File: src/rtl/appmul_share_ctrl.sv
// Round-robin scheduler that time-shares one approximate 8x8 multiplier among NREQ requesters.
// Each accepted operand pair is registered into the multiplier. The tagged product is returned on a valid/ready port.
module appmul_share_ctrl #(
  parameter int NREQ = 4,
  parameter int ID_W = 2
) (
  input  logic                clk,
  input  logic                rst,
  input  logic [NREQ-1:0]     req_valid,
  input  logic [8*NREQ-1:0]   req_a,
  input  logic [8*NREQ-1:0]   req_b,
  output logic [NREQ-1:0]     req_ready,
  output logic [7:0]          mul_a,
  output logic [7:0]          mul_b,
  input  logic [15:0]         mul_s,
  output logic                rsp_valid,
  output logic [ID_W-1:0]     rsp_id,
  output logic [15:0]         rsp_prod,
  input  logic                rsp_ready,
  output logic                busy
);

  typedef enum logic [1:0] {
    IDLE = 2'd0,
    MUL  = 2'd1,
    RESP = 2'd2
  } state_t;

  localparam logic [ID_W:0] NREQ_W = (ID_W+1)'(NREQ);

  state_t          state;
  state_t          state_next;
  logic [ID_W-1:0] rr_ptr;
  logic [ID_W-1:0] cur_id;
  logic [ID_W-1:0] pick_id;
  logic            pick_found;
  logic            accept;
  logic [7:0]      pick_a;
  logic [7:0]      pick_b;
  logic [ID_W-1:0] ptr_after_pick;

  // Search from rr_ptr upward with one spare bit so the modulo wrap never overflows.
  always_comb begin
    logic [ID_W:0] idx;
    pick_found = 1'b0;
    pick_id    = '0;
    idx        = '0;
    for (int k = 0; k < NREQ; k++) begin
      idx = {1'b0, rr_ptr} + (ID_W+1)'(k);
      if (idx >= NREQ_W) begin
        idx = idx - NREQ_W;
      end
      if (!pick_found && req_valid[idx[ID_W-1:0]]) begin
        pick_found = 1'b1;
        pick_id    = idx[ID_W-1:0];
      end
    end
  end

  always_comb begin
    pick_a = 8'h00;
    pick_b = 8'h00;
    for (int i = 0; i < NREQ; i++) begin
      if (pick_id == ID_W'(i)) begin
        pick_a = req_a[8*i +: 8];
        pick_b = req_b[8*i +: 8];
      end
    end
  end

  always_comb begin
    logic [ID_W:0] nxt;
    nxt = {1'b0, pick_id} + (ID_W+1)'(1);
    if (nxt >= NREQ_W) begin
      nxt = '0;
    end
    ptr_after_pick = nxt[ID_W-1:0];
  end

  assign accept = (state == IDLE) && pick_found;
  assign busy   = (state != IDLE);

  always_comb begin
    req_ready = '0;
    for (int i = 0; i < NREQ; i++) begin
      req_ready[i] = accept && (pick_id == ID_W'(i));
    end
  end

  always_ff @(posedge clk) begin
    if (rst) begin
      state <= IDLE;
    end else begin
      state <= state_next;
    end
  end

  always_comb begin
    state_next = state;
    case (state)
      IDLE:    if (accept) state_next = MUL;
      MUL:     state_next = RESP;
      RESP:    if (rsp_ready) state_next = IDLE;
      default: state_next = IDLE;
    endcase
  end

  // Operands stay put after a transaction so the shared multiplier does not toggle while idle.
  always_ff @(posedge clk) begin
    if (rst) begin
      rr_ptr    <= '0;
      cur_id    <= '0;
      mul_a     <= 8'h00;
      mul_b     <= 8'h00;
      rsp_valid <= 1'b0;
      rsp_id    <= '0;
      rsp_prod  <= 16'h0000;
    end else begin
      case (state)
        IDLE: begin
          if (accept) begin
            mul_a  <= pick_a;
            mul_b  <= pick_b;
            cur_id <= pick_id;
            rr_ptr <= ptr_after_pick;
          end
        end
        MUL: begin
          rsp_prod  <= mul_s;
          rsp_id    <= cur_id;
          rsp_valid <= 1'b1;
        end
        RESP: begin
          if (rsp_ready) begin
            rsp_valid <= 1'b0;
          end
        end
        default: begin
          rsp_valid <= 1'b0;
        end
      endcase
    end
  end

endmodule
File: config.mk
export PLATFORM = sky130hd
export DESIGN_NAME = appmul_share_ctrl
export DESIGN_NICKNAME = d
export VERILOG_FILES = /design/src/rtl/appmul_share_ctrl.sv
export SDC_FILE = /design/constraint.sdc
export NUM_CORES = 1
export LEC_CHECK = 0
export BUFFER_PORTS_ARGS = -buffer_cell sky130_fd_sc_hd__buf_4
export CAP_MARGIN = 20
export CORE_ASPECT_RATIO = 0.75
export CORE_MARGIN = 1.5
export CORE_UTILIZATION = 48
export CTS_BUF_LIST = sky130_fd_sc_hd__clkbuf_8
export DETAILED_ROUTE_END_ITERATION = 10
export GPL_ROUTABILITY_DRIVEN = 0
export PLACE_DENSITY = 0.87
export SETUP_SLACK_MARGIN = 0.4
export SLEW_MARGIN = 25
export SYNTH_ARGS = -nofsm -noshare
export SYNTH_HDL_FRONTEND = slang
export SYNTH_SLANG_ARGS = --single-unit
File: constraint.sdc
create_clock -name clk -period 6.72 [get_ports clk]
set_clock_uncertainty 0.15 [all_clocks]
set_input_delay 0 -clock clk [delete_from_list [all_inputs] [get_ports clk]]
set_output_delay 0 -clock clk [all_outputs]
set_load 0.01 [all_outputs]
# [After elaboration in Yosys (flattened, before gate mapping)]
# Index checks and enable logic that the tools add are counted.
[totals] ff_bits=41 inputBits=87 output_inout_bits=40 word_cells=84
[op_classes] n_addsub=8 order_cmp=9 eq_ne=7 n_mux=34 n_bitwise=1 reduce_logical=17
[op_table] cell="8-bit two-way mux" count=8
[op_table] cell="2-bit two-way mux" count=11
[op_table] cell="3-bit greater-or-equal comparator (second input constant)" count=4
[op_table] cell="2-bit by 3-bit < comparator with 1-bit output (second input constant)" count=4
[op_table] cell="1-bit two-way mux" count=9
[op_table] cell="1-bit binary-select mux with 2-bit select" count=4
[op_table] cell="1-bit logical AND" count=8
[op_table] cell="2-bit by 1-bit subtractor with 2-bit output (second input constant)" count=4
[op_table] cell="2-bit by 1-bit adder with 3-bit output (second input constant)" count=2
[op_table] cell="2-bit by 2-bit adder with 3-bit output (second input constant)" count=2
[op_table] cell="2-bit == test (second input constant)" count=3
[op_table] cell="2-bit case mux with 3 select lines" count=1
[op_table] cell="2-bit AND reduction" count=3
[op_table] cell="2-bit by 1-bit == test with 1-bit output (second input constant)" count=2
[op_table] cell="2-bit logical NOT" count=2
[op_table] cell="2-bit inequality test (second input constant)" count=2
[op_table] cell="2-bit by 3-bit greater-or-equal comparator with 1-bit output (second input constant)" count=1
[op_table] cell="1-bit logical NOT" count=3
[op_table] cell="1-bit case mux with 3 select lines" count=1
[op_table] cell="2-bit nonzero test" count=1
[op_table] cell="1-bit NOT" count=1

# [Logic depth before layout (Yosys ltp)]
# Gate-level depths: netlist of run 1.
[logic_depth] ltp_word=19 depth_mapped=11

# [Worst setup path after synthesis of run 1]
# OpenSTA, ideal clock, no wires.
[synth_timing] path_type="register to register" startpoint="register rr_ptr[1]" endpoint="register mul_b[5]" arrival_time_ns=2.043 required_time_ns=6.492 setup_slack_ns=4.449 path_stages_with_launch=11 synth_period_minus_slack_ns=2.271 path_cell_list="dfxtp_1 -> mux2i_1 -> nor2_1 -> nor3_1 -> inv_1 -> ha_1 -> buf_2 -> clkbuf_1 -> a221oi_1 -> a211oi_1 -> nor3_1"
[synth_between] elab_chain_len=19 elab_cells_between_ends=47
[synth_lines] item="start, declared" line="33" text="logic [ID_W-1:0] rr_ptr;"
[synth_lines] item="start signal, assigned" line="125" text="rr_ptr <= ptr_after_pick;"
[synth_lines] item="branches (longest 13 deep; another with 2-bit by 1-bit adder with 3-bit output)"
[synth_lines] item="2-bit two-way mux *" line="53" text="if (!pick_found && req_valid[idx[ID_W-1:0]]) begin"
[synth_lines] item="net pick_id[0]" line="35" text="logic [ID_W-1:0] pick_id;"
[synth_lines] item="2-bit logical NOT" line="64" text="if (pick_id == ID_W'(i)) begin"
[synth_lines] item="8-bit two-way mux (3 in a row)" line="64"
[synth_lines] item="8-bit two-way mux *" line="64"
[synth_lines] item="end signal, assigned" line="123" text="mul_b <= pick_b;"
[synth_lines] item="end, declared" line="14" text="output logic [7:0] mul_b,"
# Mark *: on every way through the listed nets, which the timed path passes. The select of a mux whose other input is x is not followed.
# A chain may end at the register's enable or synchronous reset.

# [Worst setup path in the final report of run 1]
[layout_timing] startpoint="register rr_ptr[1]" endpoint="register mul_a[4]"
[layout_between] elab_chain_len=19 elab_cells_between_ends=47
[layout_lines] item="branches (longest 13 deep; another with 2-bit by 1-bit adder with 3-bit output)"
[layout_lines] item="2-bit two-way mux *" line="53"
[layout_lines] item="net pick_id[0]" line="35"
[layout_lines] item="2-bit logical NOT" line="64"
[layout_lines] item="8-bit two-way mux (3 in a row)" line="64"
[layout_lines] item="8-bit two-way mux *" line="64"
[layout_lines] item="end signal, assigned" line="122" text="mul_a <= pick_a;"
[layout_lines] item="end, declared" line="13" text="output logic [7:0] mul_a,"
# Marked as above.

==> summary by stage, run 1 <==
Run status
The run finished with clean final reports.

Synth
The mean instance size in the synthesized netlist is 7.68 um^2. The netlist area before placement is 2130 um^2. The gate count after technology mapping is 278. The number of distinct library cell variants in the gate-level netlist after synthesis is 27.

The number of warnings printed during yosys synthesis is 0. The flop and latch count out of synthesis is 41. The total nets after synthesis is 369.

For this run, the register share of the synthesized area comes to 38.5%.

GRT
The most used routing layer is met2. For met2 alone, demand over resource in global routing was 61.0%. The pin count of the biggest net entering global routing is 44. The initial antenna violation count came to 0. The first global-routing pass estimated 12200 um of wire.

The number of global-route vias before repair is 2569. Global routing finished with a remaining overflow of 0. In the global route stage, overall resource usage came out at 33.1%. The met1 track utilization from global routing is 38.6%. Global routing used 6.77% of the available met3 tracks.

Cells and area
From synthesis to final layout, the design area changed by 67.8%. Measured on the finished design, the core utilization comes to 86.2%. The library cells used most frequently in the layout, excluding fill and tap cells, are 128 x sky130_fd_sc_hd__buf_4, 46 x sky130_fd_sc_hd__dlygate4sd3_1, 41 x sky130_fd_sc_hd__dfxtp_1. The fraction of layout instances using a drive strength above 1 is 32.7%. The total non-filler cell area in the finished layout is 3580 um^2. The final cell count without fillers is 489. Leaving out fill and tap cells, the most frequent cell in the layout is sky130_fd_sc_hd__buf_4.

The number of antenna cells inserted is 0. The layout has 246 filler cells. At the end of the flow, the number of nets in the layout was 524.

STA
Setup repair after global routing left no endpoint under its margin. Measured against its own limit, the worst slew margin works out to 33.5%. Dividing the final minimum period by the clock period gives 57.2%. The measured slew at the worst slew-check pin is 0.997 ns.

After layout, the minimum clock period comes to 3.85 ns. The hold violation total from the final report was 0. Summed over all failing endpoints, the final setup total negative slack is 0 ns.

The total of endpoints with negative setup slack in the final report is 0. For this run, the top clock speed supported by timing is 260 MHz. Setup slack on the critical path of the routed design comes to 2.87 ns. The number of max-slew violations in the final report came to 0.

Critical path
In this run the critical register-to-register path is captured at mul_a[4]$_SDFFE_PP0P_. The maximum fanout count along the critical path is 33. The endpoint arrival time on the critical path is 3.90 ns.

Following the worst setup path forward leads to its endpoint at mul_a[4]$_SDFFE_PP0P_. The startpoint identified for the worst register-to-register timing path is rr_ptr[1]$_SDFFE_PP0P_. The beginning of the critical path is rr_ptr[1]$_SDFFE_PP0P_. The setup path with the least slack is of type reg2reg. STA classifies the critical path startpoint as a flop. The worst setup path is captured at a flop. For the worst flop-to-flop path, the logic depth is 9. At the worst endpoint, the required time is 6.78 ns. The worst register-to-register path has a setup slack of 2.87 ns.

Floorplanning
The count of boundary I/O pins is 127. The x dimension of the die is 80 um. The starting density of the core is 51.4%. The floorplan die area is 4860 um^2. The die is 60.8 um tall. The row count is 20. The core area is 4150 um^2.

Pwr
VDD sags by at most 0.176 mV. Power spread over the standard cell area amounts to 220 nW/um^2. The analysis attributes to cell leakage a power of 1.64 nW.

Routing
The wire length after detailed routing is 8120 um. Using the TritonRoute via totals, the vias-per-cell ratio works out to 5.57. The via total after detailed routing is 2724. The count of nets left with antenna violations once routing finished came out at 0. The detailed-route wire length per cell is 16.6 um.

The first routing iteration left 154 violations. The remaining design rule violation count is 0. The number of iterations in the first detailed-routing pass is 5.

CTS
The H-tree was split into 2 levels. Clock tree synthesis selected as its root buffer the cell sky130_fd_sc_hd__clkbuf_8. The worst-skew pair later-pin latency is 0.30 ns. The clock sink total is 41.

TritonCTS created 5 clock buffers. The number of buffers on the longest clock path is 2. After clock tree synthesis, the clock-pin slew on the worst setup and hold paths is 0.08 ns. TritonCTS built the clock tree.

Placed design
The post-placement worst setup slack is 3.72 ns. The number of port buffers is 126. The post-DP HPWL is 4750 um. The instance area after placement is 3030 um^2. Counting tap cells, the placed design contains a total of 435 instances.

Run
The max-cap check violation count is 0.

Min path
The worst hold path belongs to the class in2reg.
## kinds of logic (layout without fill, tap and decap cells)
family / after synthesis / in the layout / share of synthesized area (%)
flip-flops: 41 / 41 / 38.5
buffers and inverters: 46 / 202 / 10.0
AND/OR/NAND/NOR: 110 / 110 / 25.6
multiplexers: 1 / 1 / 0.469
AO/OA/AOI/OAI: 76 / 76 / 23.2
adder cells (fa/ha/maj): 4 / 4 / 2.34
## through the flow
stage          hold slack, ns  total power, W
6_report               0.0418        0.000788
5_1_grt                0.0689        0.000826
4_1_cts                0.0384        0.000774
3_5_place_dp            0.106        0.000591
3_3_place_gp           0.0982        0.000582
2_1_floorplan         -0.0140        0.000477
## cell type report
type                            count  area [um^2]  share of cell area, %
Clock buffer                        5         68.8                   1.92
Clock inverter                      3         17.5                  0.489
Inverter                           20         75.1                   2.10
Multi-Input combinational cell    191         1110                   31.0
Sequential cell                    41          821                   22.9
Tap cell                           55         68.8                   1.92
Timing Repair Buffer              174         1420                   39.7
## worst min-delay path by stage
| stage | from | endpoint | slack [ns] | cells past startpoint |
|---|---|---|---|---|
| 6_report | req_valid[3] | cur_id[0]$_SDFFE_PP0P_ | 0.04 | 4 |
| 5_1_grt | req_valid[3] | cur_id[0]$_SDFFE_PP0P_ | 0.07 | 4 |
| 4_1_cts | req_a[18] | mul_a[2]$_SDFFE_PP0P_ | 0.04 | 5 |
| 3_5_place_dp | mul_s[13] | rsp_prod[13]$_SDFFE_PP0P_ | 0.11 | 3 |
| 3_3_place_gp | mul_s[12] | rsp_prod[12]$_SDFFE_PP0P_ | 0.1 | 3 |
| 2_1_floorplan | mul_s[0] | rsp_prod[0]$_SDFFE_PP0P_ | -0.01 | 2 |
## cell usage after synthesis
cell type	n	share of area [%]
sky130_fd_sc_hd__a211oi_1	16	5.6
sky130_fd_sc_hd__a21oi_1	39	9.1
sky130_fd_sc_hd__a221oi_1	17	7.0
sky130_fd_sc_hd__and2_1	4	1.2
sky130_fd_sc_hd__buf_1	1	0.18
sky130_fd_sc_hd__buf_2	12	2.8
sky130_fd_sc_hd__buf_4	3	1.1
sky130_fd_sc_hd__buf_6	2	1.1
sky130_fd_sc_hd__clkbuf_1	8	1.4
sky130_fd_sc_hd__dfxtp_1	41	38
sky130_fd_sc_hd__ha_1	4	2.3
sky130_fd_sc_hd__inv_1	20	3.5
sky130_fd_sc_hd__mux2i_1	1	0.47
sky130_fd_sc_hd__nand2_1	39	6.9
sky130_fd_sc_hd__nand2b_1	2	0.59
sky130_fd_sc_hd__nand2b_2	1	0.41
sky130_fd_sc_hd__nand3b_1	18	6.3
sky130_fd_sc_hd__nor2_1	23	4.0
sky130_fd_sc_hd__nor2b_1	2	0.59
sky130_fd_sc_hd__nor3_1	18	4.2
sky130_fd_sc_hd__nor3_2	1	0.47
sky130_fd_sc_hd__nor4_2	1	0.59
sky130_fd_sc_hd__o21a_1	1	0.35
sky130_fd_sc_hd__o22ai_1	1	0.29
sky130_fd_sc_hd__o31ai_1	1	0.35
sky130_fd_sc_hd__o41ai_1	1	0.41
sky130_fd_sc_hd__or2_1	1	0.29
## power by group
part / switching, W / total (W) / internal (W)
clock network: 0.0000920 / 0.000164 / 0.0000718
registers: 0.0000223 / 0.000297 / 0.000275
logic: 0.000165 / 0.000327 / 0.000162
total: 0.000280 / 0.000788 / 0.000508
## sequential cells by signal, summed over array words and instances, names as in the netlist
signal and cells:
rr_ptr 2, mul_a 8, cur_id 2, mul_b 8, rsp_id 2, rsp_valid 1, state 2, rsp_prod 16
## timing repair
item	in CTS	in global routing
resized for setup	0	0
buffers inserted	0	0
endpoints found under the hold margin	37	0
endpoints found under the setup margin	0	0
hold buffers	46	0
## critical path, cell delays in order (launching register included)
cell and delay [ns]:
sky130_fd_sc_hd__dfxtp_1 0.44, sky130_fd_sc_hd__mux2i_1 0.23, sky130_fd_sc_hd__dlygate4sd3_1 0.57, sky130_fd_sc_hd__nor2_1 0.05
sky130_fd_sc_hd__nor3_1 0.40, sky130_fd_sc_hd__ha_1 0.90, sky130_fd_sc_hd__a21oi_1 0.17, sky130_fd_sc_hd__a221oi_1 0.41
sky130_fd_sc_hd__a211oi_1 0.12, sky130_fd_sc_hd__nor3_1 0.28
## metal layers
layer	vias up	part of all wire, %
li1	1275	-
met1	1270	39
met2	148	50
met3	31	7.8
met4	0	3.3
met5	-	0
Note: power is estimated with default switching activity, not from simulation.
==> run 2, diff against run 1 <==
--- a/config.mk
+++ b/config.mk
@@ -5,15 +5,16 @@
 export SDC_FILE = /design/constraint.sdc
 export NUM_CORES = 1
 export LEC_CHECK = 0
+export ABC_AREA = 1
 export BUFFER_PORTS_ARGS = -buffer_cell sky130_fd_sc_hd__buf_4
 export CAP_MARGIN = 20
 export CORE_ASPECT_RATIO = 0.75
 export CORE_MARGIN = 1.5
-export CORE_UTILIZATION = 48
+export CORE_UTILIZATION = 42
 export CTS_BUF_LIST = sky130_fd_sc_hd__clkbuf_8
 export DETAILED_ROUTE_END_ITERATION = 10
 export GPL_ROUTABILITY_DRIVEN = 0
-export PLACE_DENSITY = 0.87
+export PLACE_DENSITY = 0.79
 export SETUP_SLACK_MARGIN = 0.4
 export SLEW_MARGIN = 25
 export SYNTH_ARGS = -nofsm -noshare
==> constraint.sdc (replaced) <==
create_clock -name clk -period 3.3 [get_ports clk]
set_clock_uncertainty 0.15 [all_clocks]
set_input_delay 0 -clock clk [delete_from_list [all_inputs] [get_ports clk]]
set_output_delay 0 -clock clk [all_outputs]
set_load 0.01 [all_outputs]
==> summary by stage, run 2 <==
Routing
The remaining design rule violation count is 0 (unchanged). The routed wire length on met2 was 4220 um (+3.5%). The highest routed metal layer is met4. The wire length after detailed routing is 8350 um (+2.8%).

The detailed-route wire length per cell is 13.7 um (-18%). The number of iterations in the first detailed-routing pass came to 5 (unchanged). The number of nets with antenna violations after detailed routing came to 0 (unchanged). The via count normalized by instance count is 4.98 (-11%). The length of routed met3 wiring is 608 um (-4.3%).

The number of design-rule violations left by the first detailed-router iteration is 115 (-25%). The via total after detailed routing is 3040 (+12%). The sum of routed wire segments on met1 came to 3240 um (+3.2%).

CTS
The clock root buffer is sky130_fd_sc_hd__clkbuf_8. The CTS H-tree depth is 2 (unchanged). The number of buffers inserted during clock tree synthesis came to 5 (unchanged). The CTS tree is built.

The register clock-pin slew on the reported worst setup and hold paths is 0.08 ns (about the same). The number of buffers on the longest clock path came to 2 (unchanged). The worst-skew pair later-pin latency was 0.29 ns (about the same). The clock sink total was 41 (unchanged).

Critical path
The worst setup path is launched from a flop. In this run the worst setup path begins at rr_ptr[0]$_SDFFE_PP0P_. The worst reg-to-reg setup slack is 0.60 ns (-2.28 ns). Traced cell by cell, the critical path runs through buf_4, nand2_1, nand2_1, nand2_1, nand2_2, nor2_4, nand3_2, nand2_2, inv_1, ha_1, buf_8, nor2_4, buf_6, nand2_1, nand2_1, o211ai_1, nand2_1, o21ai_0, nor2_1. The reg-to-reg critical path startpoint is rr_ptr[0]$_SDFFE_PP0P_. The required time of the worst setup path was 3.38 ns (-3.40 ns). The most repeated library cell on the critical path is sky130_fd_sc_hd__nand2_1.

The maximum single-stage delay on the critical path is 0.37 ns (-0.53 ns). The endpoint arrival time on the critical path is 2.78 ns (-1.12 ns). The critical path class is reg2reg. The critical path endpoint category is a flop.

For this design, the slowest cell found on the critical path is sky130_fd_sc_hd__dfxtp_4. The maximum fanout count along the critical path is 16 (-52%).

Synth
The sequential fraction of the synthesis area is 35.7% (-2.7 points). The netlist area before placement is 2300 um^2 (+7.6%). Of all cell types, the one taking the most synthesized area is sky130_fd_sc_hd__dfxtp_1. The gate count after technology mapping is 362 (+30%).

Ranked by instance count, the synthesized netlist is headed by 108 x sky130_fd_sc_hd__nand2_1, 77 x sky130_fd_sc_hd__nor2_1, 41 x sky130_fd_sc_hd__dfxtp_1. In the synthesized netlist the dominant register cell turns out to be sky130_fd_sc_hd__dfxtp_1. The total nets after synthesis is 453 (+23%). The async set or reset register ratio after synthesis came to 0% (unchanged). The number of warnings printed during yosys synthesis is 0 (unchanged). The number of distinct library cell variants in the gate-level netlist after synthesis is 25 (-7.4%). After synthesis, the cell types taking the most area are sky130_fd_sc_hd__dfxtp_1 36%, sky130_fd_sc_hd__nand2_1 18%, sky130_fd_sc_hd__nor2_1 13%.

The portion of synthesized cell area occupied by the leading cell type was 35.7% (-2.7 points). The mean instance size in the synthesized netlist was 6.35 um^2 (-17%). Among all cell types in the netlist, the one instantiated most often is sky130_fd_sc_hd__nand2_1. The flop and latch count out of synthesis was 41 (unchanged).

The count of flip-flops with a built-in enable after synthesis came to 0 (unchanged).

Floorplanning
The row count is 23 (+15%). The count of boundary I/O pins was 127 (unchanged). The floorplan die area was 5930 um^2 (+22%).

The starting density of the core is 43.4% (-8.0 points). The vertical die dimension is 67.1 um (+10%). The core area is 5300 um^2 (+27%). The x dimension of the die is 88.4 um (+10%).

Cells and area
The number of antenna cells inserted is 0 (unchanged). The number of flip-flops in the largest register is 16 (unchanged). In the layout the commonest cells are 133 x sky130_fd_sc_hd__buf_4, 105 x sky130_fd_sc_hd__nand2_1, 76 x sky130_fd_sc_hd__nor2_1. The growth of design area from synthesis to finish is 71.7%.

In the final layout, the registers with the most flip-flops are rsp_prod x16, mul_a x8, mul_b x8. The fraction of layout instances using a drive strength above 1 is 30.5% (-2.3 points). The top register by number of flip-flops is rsp_prod.

The library cell used most frequently in the layout, excluding fill and tap cells, is sky130_fd_sc_hd__buf_4. The total non-filler cell area in the finished layout came to 3940 um^2 (+10%). The final-stage net count is 625 (+19%).

STA
The hold violation total from the final report is 0 (unchanged). The number of max-slew violations in the final report is 0 (unchanged). The measured slew at the worst slew-check pin is 0.916 ns (-0.0814 ns). The headroom to the max-slew limit was 38.6% (+5.1 points). The minimum period implied by the final worst setup slack came to 2.70 ns (-1.14 ns). The post-route fraction of the period consumed by the critical path was 81.9% (+25 points).

The total of endpoints with negative setup slack in the final report is 0 (unchanged). The upper clock frequency limit is 370 MHz (+42%). The setup total negative slack is 0 ns (unchanged).

Setup repair after global routing left no endpoint under its margin.

Pwr
The power per cell area is 984 nW/um^2 (+350%). The leakage dissipation is 2.02 nW (+23%). The maximum ir drop on the vdd rail is 0.504 mV (+190%).

Min path
The worst hold path belongs to the class in2reg. The worst hold path begins at req_b[3].

Placed design
The post-DP HPWL is 5220 um (+9.9%). The instance area after placement is 3260 um^2 (+7.5%). The number of port buffers is 126 (unchanged).

GRT
The pin count of the biggest net entering global routing is 38 (-14%). The initial antenna violation count was 0 (unchanged). The total grt overflow came to 0 (unchanged). The global-route total usage across every layer is 27.0% (-6.2 points). The number of global-route vias before repair is 2821 (+9.8%). The wire length of the first global-routing pass is 12300 um (+0.52%).

Run
The max-cap check violation count is 0 (unchanged).

Run status
The flow ran to the end, and the final reports show no timing, DRC or antenna violations.
-- run 2: cell types whose count changed after synthesis, sizes merged, moves of 15 or more --
cell and change:
a211oi -15, a221oi -17, a21oi -18, nor3 -19, o21ai +37, nand3b -17
nand2 +73, nor2 +55, o211ai +16
-- run 2: worst paths after layout --
path,end,cells after the start
setup reg to reg,mul_a[5]$_SDFFE_PP0P_,19
setup / recovery,mul_a[5]$_SDFFE_PP0P_,19
hold / removal,mul_b[3]$_SDFFE_PP0P_,7
hold reg to reg,rsp_id[1]$_SDFFE_PP0P_,2
-- run 2: per-stage QoR --
step | power (W) | setup slack (ns) | cells | hold WS (ns) | util [%]
3_3_place_gp | 0.00310 | 0.475 | 548 | 0.0497 | 61.5
6_report | 0.00388 | 0.598 | 610 | 0.0281 | 74.5
3_5_place_dp | 0.00315 | 0.391 | 548 | 0.0536 | 61.5
5_1_grt | 0.00421 | 0.421 | 610 | 0.0581 | 74.5
2_1_floorplan | 0.00247 | 0.705 | 362 | -0.0876 | -
4_1_cts | 0.00363 | 0.524 | 606 | 0.0207 | 73.3
-- run 2: per-layer routing --
layer	GRT usage [%]	vias to the layer above
met5	0	-
met4	11.7	0
met3	8.18	28
met2	48.4	143
met1	29.4	1374
li1	-	1495
-- run 2: area by class of cell --
cell class	instances	area, um^2
clock inverters	2	37.5
fillers	441	1350
clock buffers	6	82.6
well taps	75	93.8
multi-input cells	279	1290
repair buffers	185	1530
inverters	22	87.6
flip-flops and latches	41	828
-- run 2: critical path: cells and delay by family (launching register included) --
kind | cells | cell delay (ns)
AOI/OAI and AO/OA | 2 | 0.19
buffers and inverters | 4 | 0.53
and+or+nand+nor | 12 | 1.16
DFF | 1 | 0.37
adders and majority gates | 1 | 0.22
-- run 2: repair_timing --
action	4_1_cts	5_1_grt
hold buffers	50	0
pin swaps	0	1
gates cloned	0	1
hold endpoints to repair	36	0
setup buffers	0	3
resized for setup	3	17
endpoints found under the setup margin	7	16
-- run 2: where the power goes --
| group | leakage [nW] | switching [W] | internal (W) |
|---|---|---|---|
| clock | 0.0574 | 0.000174 | 0.000246 |
| sequential | 0.341 | 0.000102 | 0.000674 |
| combinational | 1.62 | 0.00160 | 0.00109 |
| total | 2.02 | 0.00187 | 0.00201 |
-- run 2: cell families after synthesis --
group / Yosys count / synth area share (%)
and+or+nand+nor: 200 / 34.6
AOI/OAI and AO/OA: 75 / 18.7
adders and majority gates: 4 / 2.18
DFF: 41 / 35.7
buffers and inverters: 42 / 8.82
